File: src/rtl/fp16_norm_round_if.sv
// Handshake/data bundle between the FMAD stage, fp16_norm_round and the FPU result register.
// Status flag signals exist only when FP_NORM_FLAGS_EN is defined.
`ifndef FP16_FRACW
`define FP16_FRACW 10
`endif

interface fp16_norm_round_if #(
   parameter int FRACW = `FP16_FRACW,
   parameter int EXPW  = 5,
   parameter int INW   = 2 * (FRACW + 1)
);
   logic                     start;
   logic [INW-1:0]           normIn;
   logic signed [EXPW+1:0]   expIn;
   logic                     signIn;
   logic [EXPW+FRACW:0]      normOut;
   logic                     normDone;
`ifdef FP_NORM_FLAGS_EN
   logic                     ovf;
   logic                     unf;
   logic                     inexact;
`endif

   modport master (
      output start, normIn, expIn, signIn,
      input  normOut, normDone
`ifdef FP_NORM_FLAGS_EN
      , input ovf, unf, inexact
`endif
   );

   modport slave (
      input  start, normIn, expIn, signIn,
      output normOut, normDone
`ifdef FP_NORM_FLAGS_EN
      , output ovf, unf, inexact
`endif
   );
endinterface

File: src/rtl/fp16_norm_round.sv
// Sequential normalize (one bit per cycle) + round-to-nearest-even + FP16 pack.
// Optional ovf/unf/inexact status outputs are built when FP_NORM_FLAGS_EN is defined.
`ifndef FP16_FRACW
`define FP16_FRACW 10
`endif

module fp16_norm_round #(
   parameter int FRACW = `FP16_FRACW,
   parameter int EXPW  = 5,
   parameter int BIAS  = 15,
   parameter int INW   = 2 * (FRACW + 1)
) (
   input logic clock,
   input logic reset,
   fp16_norm_round_if.slave bus
);
   // state | meaning
   // IDLE  | waiting for start
   // SHIFT | moving significand toward bit 2*FRACW, one bit per cycle
   // ROUND | round-to-nearest-even and pack
   // DONE  | result valid and held until next start
   localparam logic [1:0] S_IDLE  = 2'd0;
   localparam logic [1:0] S_SHIFT = 2'd1;
   localparam logic [1:0] S_ROUND = 2'd2;
   localparam logic [1:0] S_DONE  = 2'd3;

   // One spare exponent bit so right shifts and the rounding carry cannot wrap.
   localparam int EW = EXPW + 3;
   localparam logic signed [EW-1:0] C_ONE  = EW'(1);
   localparam logic signed [EW-1:0] C_EMAX = EW'((1 << EXPW) - 1);

   if (BIAS <= 0) begin : g_bias_chk
      $error("fp16_norm_round: BIAS must be positive");
   end

   logic [1:0]              r_state;
   logic [INW-1:0]          r_m;
   logic signed [EW-1:0]    r_e;
   logic                    r_s;
   logic                    r_sign;
   logic [EXPW+FRACW:0]     r_out;
   logic                    r_done;

   logic [FRACW:0]          w_k;
   logic                    w_g;
   logic                    w_st;
   logic                    w_up;
   logic [FRACW+1:0]        w_ksum;
   logic [FRACW:0]          w_kr;
   logic signed [EW-1:0]    w_er;
   logic                    w_zero;
   logic                    w_inf;
   logic [EXPW+FRACW:0]     w_pack;

   always_comb begin
      w_k    = r_m[2*FRACW:FRACW];
      w_g    = r_m[FRACW-1];
      w_st   = (|r_m[FRACW-2:0]) | r_s;
      w_up   = w_g & (w_st | w_k[0]);
      w_ksum = {1'b0, w_k} + {{(FRACW+1){1'b0}}, w_up};
      w_kr   = w_ksum[FRACW:0];
      w_er   = r_e;
      if (w_ksum[FRACW+1]) begin
         w_kr = {1'b1, {FRACW{1'b0}}};
         w_er = r_e + C_ONE;
      end
      w_zero = (r_m == '0);
      w_inf  = !w_zero && (w_er >= C_EMAX);
      if (w_zero)
         w_pack = {r_sign, {(EXPW+FRACW){1'b0}}};
      else if (w_inf)
         w_pack = {r_sign, {EXPW{1'b1}}, {FRACW{1'b0}}};
      else
         w_pack = {r_sign, (w_kr[FRACW] ? w_er[EXPW-1:0] : {EXPW{1'b0}}), w_kr[FRACW-1:0]};
   end

   always_ff @(posedge clock or posedge reset) begin
      if (reset) begin
         r_state <= S_IDLE;
         r_m     <= '0;
         r_e     <= '0;
         r_s     <= 1'b0;
         r_sign  <= 1'b0;
         r_out   <= '0;
         r_done  <= 1'b0;
      end else begin
         case (r_state)
            S_IDLE, S_DONE: begin
               if (bus.start) begin
                  r_m     <= bus.normIn;
                  r_e     <= {bus.expIn[EXPW+1], bus.expIn};
                  r_sign  <= bus.signIn;
                  r_s     <= 1'b0;
                  r_done  <= 1'b0;
                  r_state <= S_SHIFT;
               end
            end
            S_SHIFT: begin
               if (r_m == '0) begin
                  r_state <= S_ROUND;
               end else if (r_m[INW-1] || (r_e < C_ONE)) begin
                  r_m <= r_m >> 1;
                  r_s <= r_s | r_m[0];
                  r_e <= r_e + C_ONE;
               end else if (!r_m[2*FRACW] && (r_e > C_ONE)) begin
                  r_m <= r_m << 1;
                  r_e <= r_e - C_ONE;
               end else begin
                  r_state <= S_ROUND;
               end
            end
            default: begin
               r_out   <= w_pack;
               r_done  <= 1'b1;
               r_state <= S_DONE;
            end
         endcase
      end
   end

   assign bus.normOut  = r_out;
   assign bus.normDone = r_done;

`ifdef FP_NORM_FLAGS_EN
   logic r_ovf;
   logic r_unf;
   logic r_inexact;
   logic w_inx;

   assign w_inx = w_g | w_st;

   always_ff @(posedge clock or posedge reset) begin
      if (reset) begin
         r_ovf     <= 1'b0;
         r_unf     <= 1'b0;
         r_inexact <= 1'b0;
      end else if ((r_state == S_IDLE || r_state == S_DONE) && bus.start) begin
         r_ovf     <= 1'b0;
         r_unf     <= 1'b0;
         r_inexact <= 1'b0;
      end else if (r_state == S_ROUND) begin
         r_ovf     <= w_inf;
         r_unf     <= (w_pack[EXPW+FRACW-1:FRACW] == '0) && w_inx;
         r_inexact <= w_inx;
      end
   end

   assign bus.ovf     = r_ovf;
   assign bus.unf     = r_unf;
   assign bus.inexact = r_inexact;
`endif
endmodule

File: src/flat_wrapper.sv
// flat-port wrapper written by rule: the top's interface ports become plain ports
module fp16_norm_round_flat 
#(
   parameter int FRACW = `FP16_FRACW,
   parameter int EXPW  = 5,
   parameter int BIAS  = 15,
   parameter int INW   = 2 * (FRACW + 1)
)
  (clock, reset, bus_start, bus_normIn, bus_expIn, bus_signIn, bus_normOut, bus_normDone);
  fp16_norm_round_if #(.FRACW(FRACW), .EXPW(EXPW), .INW(INW)) bus_i ();
  input logic clock;
  input logic reset;
  input wire logic [$bits(bus_i.start)-1:0] bus_start;
  input wire logic [$bits(bus_i.normIn)-1:0] bus_normIn;
  input wire logic [$bits(bus_i.expIn)-1:0] bus_expIn;
  input wire logic [$bits(bus_i.signIn)-1:0] bus_signIn;
  output wire logic [$bits(bus_i.normOut)-1:0] bus_normOut;
  output wire logic [$bits(bus_i.normDone)-1:0] bus_normDone;
  assign bus_i.start = bus_start;
  assign bus_i.normIn = bus_normIn;
  assign bus_i.expIn = bus_expIn;
  assign bus_i.signIn = bus_signIn;
  assign bus_normOut = bus_i.normOut;
  assign bus_normDone = bus_i.normDone;
  fp16_norm_round #(.FRACW(FRACW), .EXPW(EXPW), .BIAS(BIAS), .INW(INW)) u_core (.clock(clock), .reset(reset), .bus(bus_i));
endmodule
File: config.mk
export PLATFORM = sky130hd
export DESIGN_NAME = fp16_norm_round_flat
export DESIGN_NICKNAME = d
export VERILOG_FILES = /design/src/rtl/fp16_norm_round_if.sv /design/src/rtl/fp16_norm_round.sv /design/src/flat_wrapper.sv
export SDC_FILE = /design/constraint.sdc
export NUM_CORES = 1
export LEC_CHECK = 0
export ABC_AREA = 1
export CAP_MARGIN = 20
export CORE_ASPECT_RATIO = 0.7
export CORE_MARGIN = 2
export CORE_UTILIZATION = 58
export CTS_CLUSTER_DIAMETER = 100
export CTS_CLUSTER_SIZE = 28
export DETAILED_ROUTE_END_ITERATION = 6
export DONT_BUFFER_PORTS = 1
export PLACE_DENSITY = 0.79
export SLEW_MARGIN = 20
export SYNTH_ARGS = -nofsm -noshare
export SYNTH_HDL_FRONTEND = slang
export SYNTH_SLANG_ARGS = --single-unit
File: constraint.sdc
create_clock -name clock -period 1.8 [get_ports clock]
set_input_delay 0.27 -clock clock [delete_from_list [all_inputs] [get_ports clock]]
set_output_delay 0.27 -clock clock [all_outputs]
set_load 0.02 [all_outputs]
==> impl_metrics.json, run 1 <==
{
  "ios": 50,
  "rsz0062_at_grt": "yes",
  "start_kind": "flip-flop",
  "path_class": "reg -> reg",
  "gp_congestion": 0.875,
  "antenna_found_initial": 0,
  "hold_viol_final": 0,
  "min_path_cells": 1,
  "io_buffers": 0,
  "ys_types": 35,
  "grt_pass1_vias": 3366,
  "cts_tree": "done",
  "netlist_area_um2": 3450,
  "firstDrtPassIters": 6,
  "reg2reg_from": "u_core.r_m[11]",
  "leakage_nw": 2.36,
  "wirelength_um": 11300,
  "crit_arrival_ps": 2170,
  "synth_edf_count": 0,
  "seqCellArea_um2": 1280,
  "critPathCaptureType": "flip-flop",
  "outcome": "finished, violations left",
  "synth.largest_area_cell": "dfrtp_1",
  "nets": 621,
  "layout_setup_ws_ps": -139,
  "clock_sinks": 51,
  "slew_headroom": 0.740,
  "dp_hpwl_um": 7240,
  "placedCellCount": 623,
  "synth_nets": 544,
  "cts_root_buffer": "clkbuf_8",
  "crit-reg2reg-capture": "u_core.r_e[6]",
  "drcViolationCount": 0,
  "power_mw": 10.6,
  "grt_max_degree": 27,
  "tightest_slew_ps": 390,
  "start_util": 0.602,
  "vias": 3817,
  "crit_required_ps": 2030,
  "die_height_um": 68.5,
  "routedWlPerCell_um": 17.2,
  "fill_cells": 361,
  "die_x_um": 96.2,
  "ys_seq_area_frac": 0.370,
  "grt_util_all_layers": 0.319,
  "drt_iter0_markers": 360,
  "power.density_nw_per_um2": 2280,
  "grt_first_pass_wirelength_um": 15800,
  "numCtsBuffers": 5,
  "cp_max_fo": 5,
  "min_from": "bus_start",
  "ant_nets": 0,
  "holdWs_ps": 64.4,
  "core-area_um2": 5730,
  "peakVddDrop_v": 0.00141,
  "synth-main-ff-cell": "dfrtp_1",
  "worst_r2r_path_depth": 12,
  "slowest_delay_ps": 440,
  "final_max_slew_viol_count": 0,
  "ys_seq_elements": 51,
  "synth_top_area_share": 0.370,
  "violations": "setup timing",
  "period_needed_ps": 1940,
  "r2r_slack_ps": -140,
  "rows": 23,
  "path_clk_slew_ps": 90,
  "cap_violations": 0,
  "slowest_stage": "dfrtp_1",
  "synth_area_leaders": "dfrtp_1, nand2_1, inv_1",
  "setup_viol": 47,
  "drive_gt1_frac": 0.345,
  "min_to": "u_core.r_sign",
  "ys.warnings.count": 0,
  "die_area_um2": 6590,
  "final_common_cell": "nand2_1",
  "tns_ps": -3890,
  "diodes": 0,
  "routed_via_density": 5.81,
  "gr-total-overflow": 0,
  "fin_crit_sh": 1.08,
  "async_flop_share": 1.00,
  "clock_path_buffers": 2,
  "syn2layout_area_growth_pct": 35.6,
  "multi_input_area_um2": 2200,
  "synthCells": 504,
  "htree_num_levels": 2,
  "stdcell_count": 657,
  "fin_skew_ps": 3.69,
  "mostFrequentLayoutCells": "nand2_1, buf_4, dfrtp_1",
  "hold_class": "in -> reg",
  "fmax_mhz": 516,
  "syn_area_per_cell_um2": 6.84,
  "crit_chain": "buf_6 > nor2_4 > nand3_2 > nor3_2 > nand3_1 > nor2_2 > nor2_4 > o21ai_4 > buf_6 > clkbuf_16 > nand2_2 > o21ai_2",
  "clk-insertion-delay-late_ps": 300,
  "dp_slack_ps": -114
}
==> metal layers <==
| metal | wire [µm] | GRT usage | vias to the layer above |
|---|---|---|---|
| li1 | - | - | 1778 |
| met1 | 4760 | 0.439 | 1810 |
| met2 | 5380 | 0.525 | 202 |
| met3 | 954 | 0.0511 | 27 |
| met4 | 229 | 0.0964 | 0 |
| met5 | 0 | 0 | - |
==> worst max-delay path by stage <==
stage / start / endpoint / slack (ps) / cells after the start
finish: u_core.r_m[11] / u_core.r_e[6] / -140 / 12
global route: u_core.r_m[10] / u_core.bus.normOut[10] / -200 / 12
detailed placement: u_core.r_e[0] / u_core.bus.normOut[1] / -110 / 8
floorplan: u_core.r_e[1] / u_core.r_m[20] / 4 / 14
global placement: u_core.r_e[0] / u_core.bus.normOut[0] / -90 / 8
CTS: u_core.r_e[0] / u_core.r_m[16] / -20 / 12
==> what timing repair did <==
| item | in CTS | in global routing |
|---|---|---|
| gates cloned | 2 | 5 |
| endpoints found under the setup margin | 45 | 47 |
| hold endpoints to repair | 12 | 0 |
| resized for setup | 26 | 104 |
| setup buffers | 4 | 15 |
| hold buffers | 1 | 0 |
| pin swaps | 9 | 39 |
==> power by group <==
part           internal (mW)  switching (mW)
Combinational           3.28            4.20
Sequential              1.73           0.695
Clock                  0.352           0.383
Total                   5.36            5.28
==> metrics by stage <==
stage | utilization | area (µm²)
after detailed placement | 0.685 | 3920
final | 0.816 | 4680
after floorplan | - | 3470
after global routing | 0.816 | 4680
after global placement | 0.685 | 3920
after CTS | 0.728 | 4170
==> state kept, by name, indices dropped and copies added (netlist names) <==
| register | flops |
|---|---|
| u_core.bus.normDone | 1 |
| u_core.bus.normOut | 16 |
| u_core.r_e | 8 |
| u_core.r_m | 22 |
| u_core.r_s | 1 |
| u_core.r_sign | 1 |
| u_core.r_state | 2 |
==> Yosys cell counts, types with 2 or more instances <==
| cell type | n |
|---|---|
| nand3_1 | 23 |
| dfrtp_1 | 51 |
| nor2_2 | 3 |
| or2_2 | 2 |
| o211ai_1 | 7 |
| buf_6 | 7 |
| xor2_1 | 8 |
| clkbuf_1 | 5 |
| inv_1 | 45 |
| buf_2 | 4 |
| nor2_4 | 4 |
| a21oi_1 | 22 |
| o21ai_1 | 11 |
| a22oi_1 | 2 |
| nand3_2 | 4 |
| nand2_1 | 205 |
| ha_1 | 7 |
| nand4_1 | 14 |
| clkinv_1 | 2 |
| buf_4 | 4 |
| o21ai_0 | 30 |
| nor2_1 | 25 |
| nor3_1 | 6 |
| nand2_2 | 2 |
==> logic make-up (layout without fill, tap and decap cells) <==
logic type	Yosys count	after routing	synth area share
buffers and inverters	70	146	0.0980
AO/OA/AOI/OAI	76	76	0.120
adder cells (fa/ha/maj)	7	7	0.0254
XOR/XNOR	9	9	0.0229
multiplexers	1	1	0.00290
flip-flops	51	51	0.370
AND/OR/NAND/NOR	290	292	0.361
==> critical path, delay by kind of cell (launching register included) <==
family / cells / cell delay [ps]
flops: 1 / 440
compound gates: 2 / 160
simple gates: 7 / 790
buf+inv: 3 / 460
==> area by class of cell <==
type,instances,area share
timing repair inverter,1,0.00161
sequential,51,0.274
multi-input combinational,385,0.472
timing repair buffer,88,0.170
tap,75,0.0201
inverter,49,0.0412
clock buffer,8,0.0214
Note: power is estimated with default switching activity, not from simulation.
==> run 2, diff against run 1 <==
Settings changed: CORE_UTILIZATION 58 to 60, HOLD_SLACK_MARGIN set to 0.1, SKIP_LAST_GASP set to 1.
Clock period 1.8 ns to 2.45 ns, I/O delays scaled along.
==> impl_metrics.json, run 2 (synthesized netlist as in run 1, its figures left out) <==
{
  "diodes": 0,
  "ios": 50,
  "mostFrequentLayoutCells": "nand2_1, dfrtp_1, inv_1",
  "grt_pass1_vias": 3147,
  "slew_headroom": 0.654,
  "crit_arrival_ps": 2420,
  "gr-total-overflow": 0,
  "rows": 23,
  "die_height_um": 67.4,
  "clock_sinks": 51,
  "antenna_found_initial": 0,
  "grt_first_pass_wirelength_um": 14600,
  "dp_hpwl_um": 6420,
  "setup_viol": 0,
  "tightest_slew_ps": 518,
  "path_class": "reg -> reg",
  "drive_gt1_frac": 0.0757,
  "ant_nets": 0,
  "start_kind": "flip-flop",
  "cp_max_fo": 15,
  "die_x_um": 94.6,
  "htree_num_levels": 2,
  "holdWs_ps": 140,
  "core-area_um2": 5640,
  "largest_reg_flops": 22,
  "power.density_nw_per_um2": 1520,
  "routed_via_density": 5.65,
  "cap_violations": 0,
  "clk-insertion-delay-late_ps": 330,
  "leakage_nw": 1.85,
  "slowest_delay_ps": 500,
  "top_register": "u_core.r_m",
  "post-cts-setup-buffer-count": 0,
  "drcViolationCount": 0,
  "vias": 3258,
  "hold_class": "in -> reg",
  "firstDrtPassIters": 5,
  "final_common_cell": "nand2_1",
  "rsz0062_at_grt": "no",
  "crit_required_ps": 2660,
  "outcome": "finished clean",
  "grt_max_degree": 33,
  "start_util": 0.611,
  "fin_skew_ps": 14.2,
  "tns_ps": 0,
  "path_clk_slew_ps": 110,
  "nets": 541,
  "period_needed_ps": 2210,
  "clock_path_buffers": 2,
  "wirelength_um": 8660,
  "slowest_stage": "dfrtp_1",
  "routedWlPerCell_um": 15.0,
  "fin_crit_sh": 0.900,
  "cpMostUsedCell": "nand2_1",
  "fmax_mhz": 453,
  "die_area_um2": 6380,
  "cts_root_buffer": "clkbuf_8",
  "crit_chain": "nand2_1 > nor2_2 > nand3_2 > o21ai_0 > nor2_1 > nand3_2 > nand3_1 > nand2_1 > nand2_1",
  "syn2layout_area_growth_pct": 3.37,
  "critPathCaptureType": "flip-flop",
  "drt_iter0_markers": 285,
  "grt_util_all_layers": 0.295,
  "power_mw": 5.40,
  "final_max_slew_viol_count": 0,
  "gp_congestion": 0.899,
  "io_buffers": 0,
  "cts_tree": "done",
  "hold_viol_final": 0,
  "peakVddDrop_v": 0.000760,
  "numCtsBuffers": 5
}
-- run 2: cell count changes in the layout (fill, tap and decap cells not counted), moves of 7 or more --
| cell | change |
|---|---|
| nor2_1 | +11 |
| nand2_2 | -32 |
| o21ai_2 | -11 |
| nand2_4 | -8 |
| o21ai_0 | +12 |
| nand2_1 | +40 |
| buf_4 | -59 |
| inv_2 | -7 |
| nor2_4 | -10 |
| inv_1 | +8 |
| buf_6 | -11 |
-- run 2: path summary, 6_finish.rpt --
check,cells past startpoint,end,startpoint,slack [ps]
max in group asynchronous,3,u_core.r_e[3],reset,1330
min in group asynchronous,2,u_core.bus.normOut[4],reset,510
max,9,u_core.bus.normOut[13],u_core.r_m[17],240
max reg2reg,9,u_core.bus.normOut[13],u_core.r_m[17],240
min,1,u_core.r_sign,bus_start,140
min reg2reg,2,u_core.r_m[5],u_core.r_m[5],500
-- run 2: per-stage QoR --
stage	cells	setup slack, ps	utilization	area [µm²]
floorplan	504	535	-	3450
global placement	568	403	0.614	3470
detailed placement	568	330	0.614	3470
CTS	577	301	0.632	3560
global route	577	38.5	0.632	3560
finish	577	244	0.632	3560
-- run 2: what timing repair did --
| item | 4_1_cts | 5_1_grt |
|---|---|---|
| setup endpoints to repair | 0 | 0 |
| gates resized for setup | 0 | 0 |
| hold buffers | 1 | 0 |
| endpoints found under the hold margin | 20 | 0 |
-- run 2: metal layers --
layer / GRT usage / wire (µm)
met5: 0 / 0
met3: 0.0547 / 642
met1: 0.410 / 4080
met2: 0.471 / 3840
met4: 0.0942 / 104
-- run 2: layout make-up --
cell class	instances	area (µm²)
multi-input cells	383	1830
fillers	571	2080
clock buffers	5	68.8
repair buffers	11	85.1
inverters	49	186
well taps	75	93.8
flip-flops and latches	51	1280
clock inverters	3	20.0
-- run 2: power by group --
| part | internal, mW | leakage (nW) | switching (mW) | total [mW] |
|---|---|---|---|---|
| clock network | 0.200 | 0.0402 | 0.314 | 0.514 |
| logic | 1.01 | 1.17 | 1.99 | 3.00 |
| registers | 1.26 | 0.641 | 0.626 | 1.89 |
-- run 2: critical path: cells and delay by family, from the launching register on --
family	cells	cell delay (ps)
flip-flops	1	500
AO/OA/AOI/OAI	1	420
AND/OR/NAND/NOR	8	1180
==> run 3, diff against run 2 <==
Settings changed: CORE_MARGIN 2 to 3.
==> impl_metrics.json, run 3 (synthesized netlist as in run 1, its figures left out) <==
{
  "outcome": "finished clean",
  "dr_wl_met2_um": 3540,
  "ant_nets": 0,
  "power_mw": 5.37,
  "clock_path_buffers": 2,
  "layout_setup_ws_ps": 245,
  "cts_resized": 0,
  "syn2layout_area_growth_pct": 2.94,
  "grt_max_degree": 52,
  "cts_hold_buffers": 0,
  "cap_violations": 0,
  "post-cts-setup-buffer-count": 0,
  "largest_reg_flops": 22,
  "wl_met1_um": 4030,
  "grt_first_pass_wirelength_um": 14500,
  "gp_congestion": 0.902,
  "drcViolationCount": 0,
  "routedWlPerCell_um": 14.6,
  "start_util": 0.639,
  "cts_tree": "done",
  "routed-wl-met3_um": 705,
  "cts_root_buffer": "clkbuf_8",
  "final_common_cell": "nand2_1",
  "leakage_nw": 1.85,
  "tightest_slew_ps": 660,
  "dp_slack_ps": 301,
  "die_x_um": 96.6,
  "start_kind": "flip-flop",
  "peakVddDrop_v": 0.000873,
  "fin_crit_sh": 0.900,
  "diodes": 0,
  "gr-total-overflow": 0,
  "clock_sinks": 51,
  "drive_gt1_frac": 0.0740,
  "dp_hpwl_um": 6120,
  "wirelength_um": 8330,
  "stdcell_count": 572,
  "die_height_um": 69.4,
  "maxUsedRoutingLayer": "met4",
  "path_clk_slew_ps": 90,
  "grt_pass1_vias": 2985,
  "slew_headroom": 0.560,
  "hold_class": "in -> async",
  "rows": 22,
  "crit_required_ps": 2630,
  "nets": 540,
  "placedCellCount": 565,
  "rsz0062_at_grt": "no",
  "die_area_um2": 6710,
  "multi_input_area_um2": 1830,
  "final_max_slew_viol_count": 0,
  "critPathCaptureType": "flip-flop",
  "grt_util_all_layers": 0.258,
  "top_register": "u_core.r_m",
  "setup_viol": 0,
  "fin_skew_ps": 7.24,
  "core-area_um2": 5400,
  "cp_max_fo": 27,
  "power.density_nw_per_um2": 1510,
  "crit_start": "u_core.r_e[0]",
  "hold_viol_final": 0,
  "fmax_mhz": 454,
  "fill_cells": 506,
  "htree_num_levels": 2,
  "ios": 50,
  "io_buffers": 0,
  "routed_via_density": 5.65,
  "path_class": "reg -> reg",
  "vias": 3229,
  "mostFrequentLayoutCells": "nand2_1, dfrtp_1, inv_1",
  "seqCellArea_um2": 1280,
  "tns_ps": 0,
  "drt_iter0_markers": 280,
  "crit_arrival_ps": 2390,
  "period_needed_ps": 2200,
  "firstDrtPassIters": 5,
  "holdWs_ps": 107,
  "clk-insertion-delay-late_ps": 310,
  "numCtsBuffers": 5,
  "reg2reg_from": "u_core.r_e[0]",
  "antenna_found_initial": 0
}
## run 3: cell types whose count changed in the layout (fill, tap and decap cells not counted), sizes merged
cell / previous run / this run
clkbuf: 5 / 6
clkinvlp: 2 / 0
dlygate4sd3: 1 / 0
## run 3: worst max-delay path, cell delays in order (launching register included)
cell	delay (ps)
dfrtp_1	490
inv_1	130
ha_1	250
nand2_2	110
nor2_2	70
nor2_4	110
nand2_4	90
nor2_4	120
inv_4	70
o21ai_2	190
buf_4	310
o21ai_0	130
## run 3: where the power goes
group	switching (mW)	total [mW]	leakage, nW	internal [mW]
clock	0.283	0.506	0.0470	0.223
combinational	1.96	2.98	1.17	1.02
sequential	0.627	1.89	0.641	1.26
## run 3: routing by layer
metal  up-vias  GRT usage
met4         0     0.0421
met3         5     0.0472
met2       130      0.381
met1      1491      0.399
met5         -          0
li1       1603          -
## run 3: final timing paths
path	cells past startpoint	end	slack, ps
max in group asynchronous	2	u_core.r_e[1]	1890
worst max register to register	11	u_core.r_m[1]	250
worst min-delay path	2	u_core.bus.normOut[0]	110
worst min register to register	2	u_core.r_m[6]	500
worst max-delay path	11	u_core.r_m[1]	250
min in group clock	1	u_core.r_sign	160
## run 3: per-stage QoR
step	area, µm²	util
finish	3550	0.658
global route	3550	0.658
CTS	3550	0.658
detailed placement	3460	0.642
global placement	3460	0.642
floorplan	3450	-
## run 3: area by class of cell
type / count / area share
Timing Repair Buffer: 10 / 0.0211
Clock inverter: 1 / 0.00141
Inverter: 49 / 0.0525
Tap cell: 72 / 0.0254
Clock buffer: 6 / 0.0233
Multi-Input combinational cell: 383 / 0.517
Sequential cell: 51 / 0.360
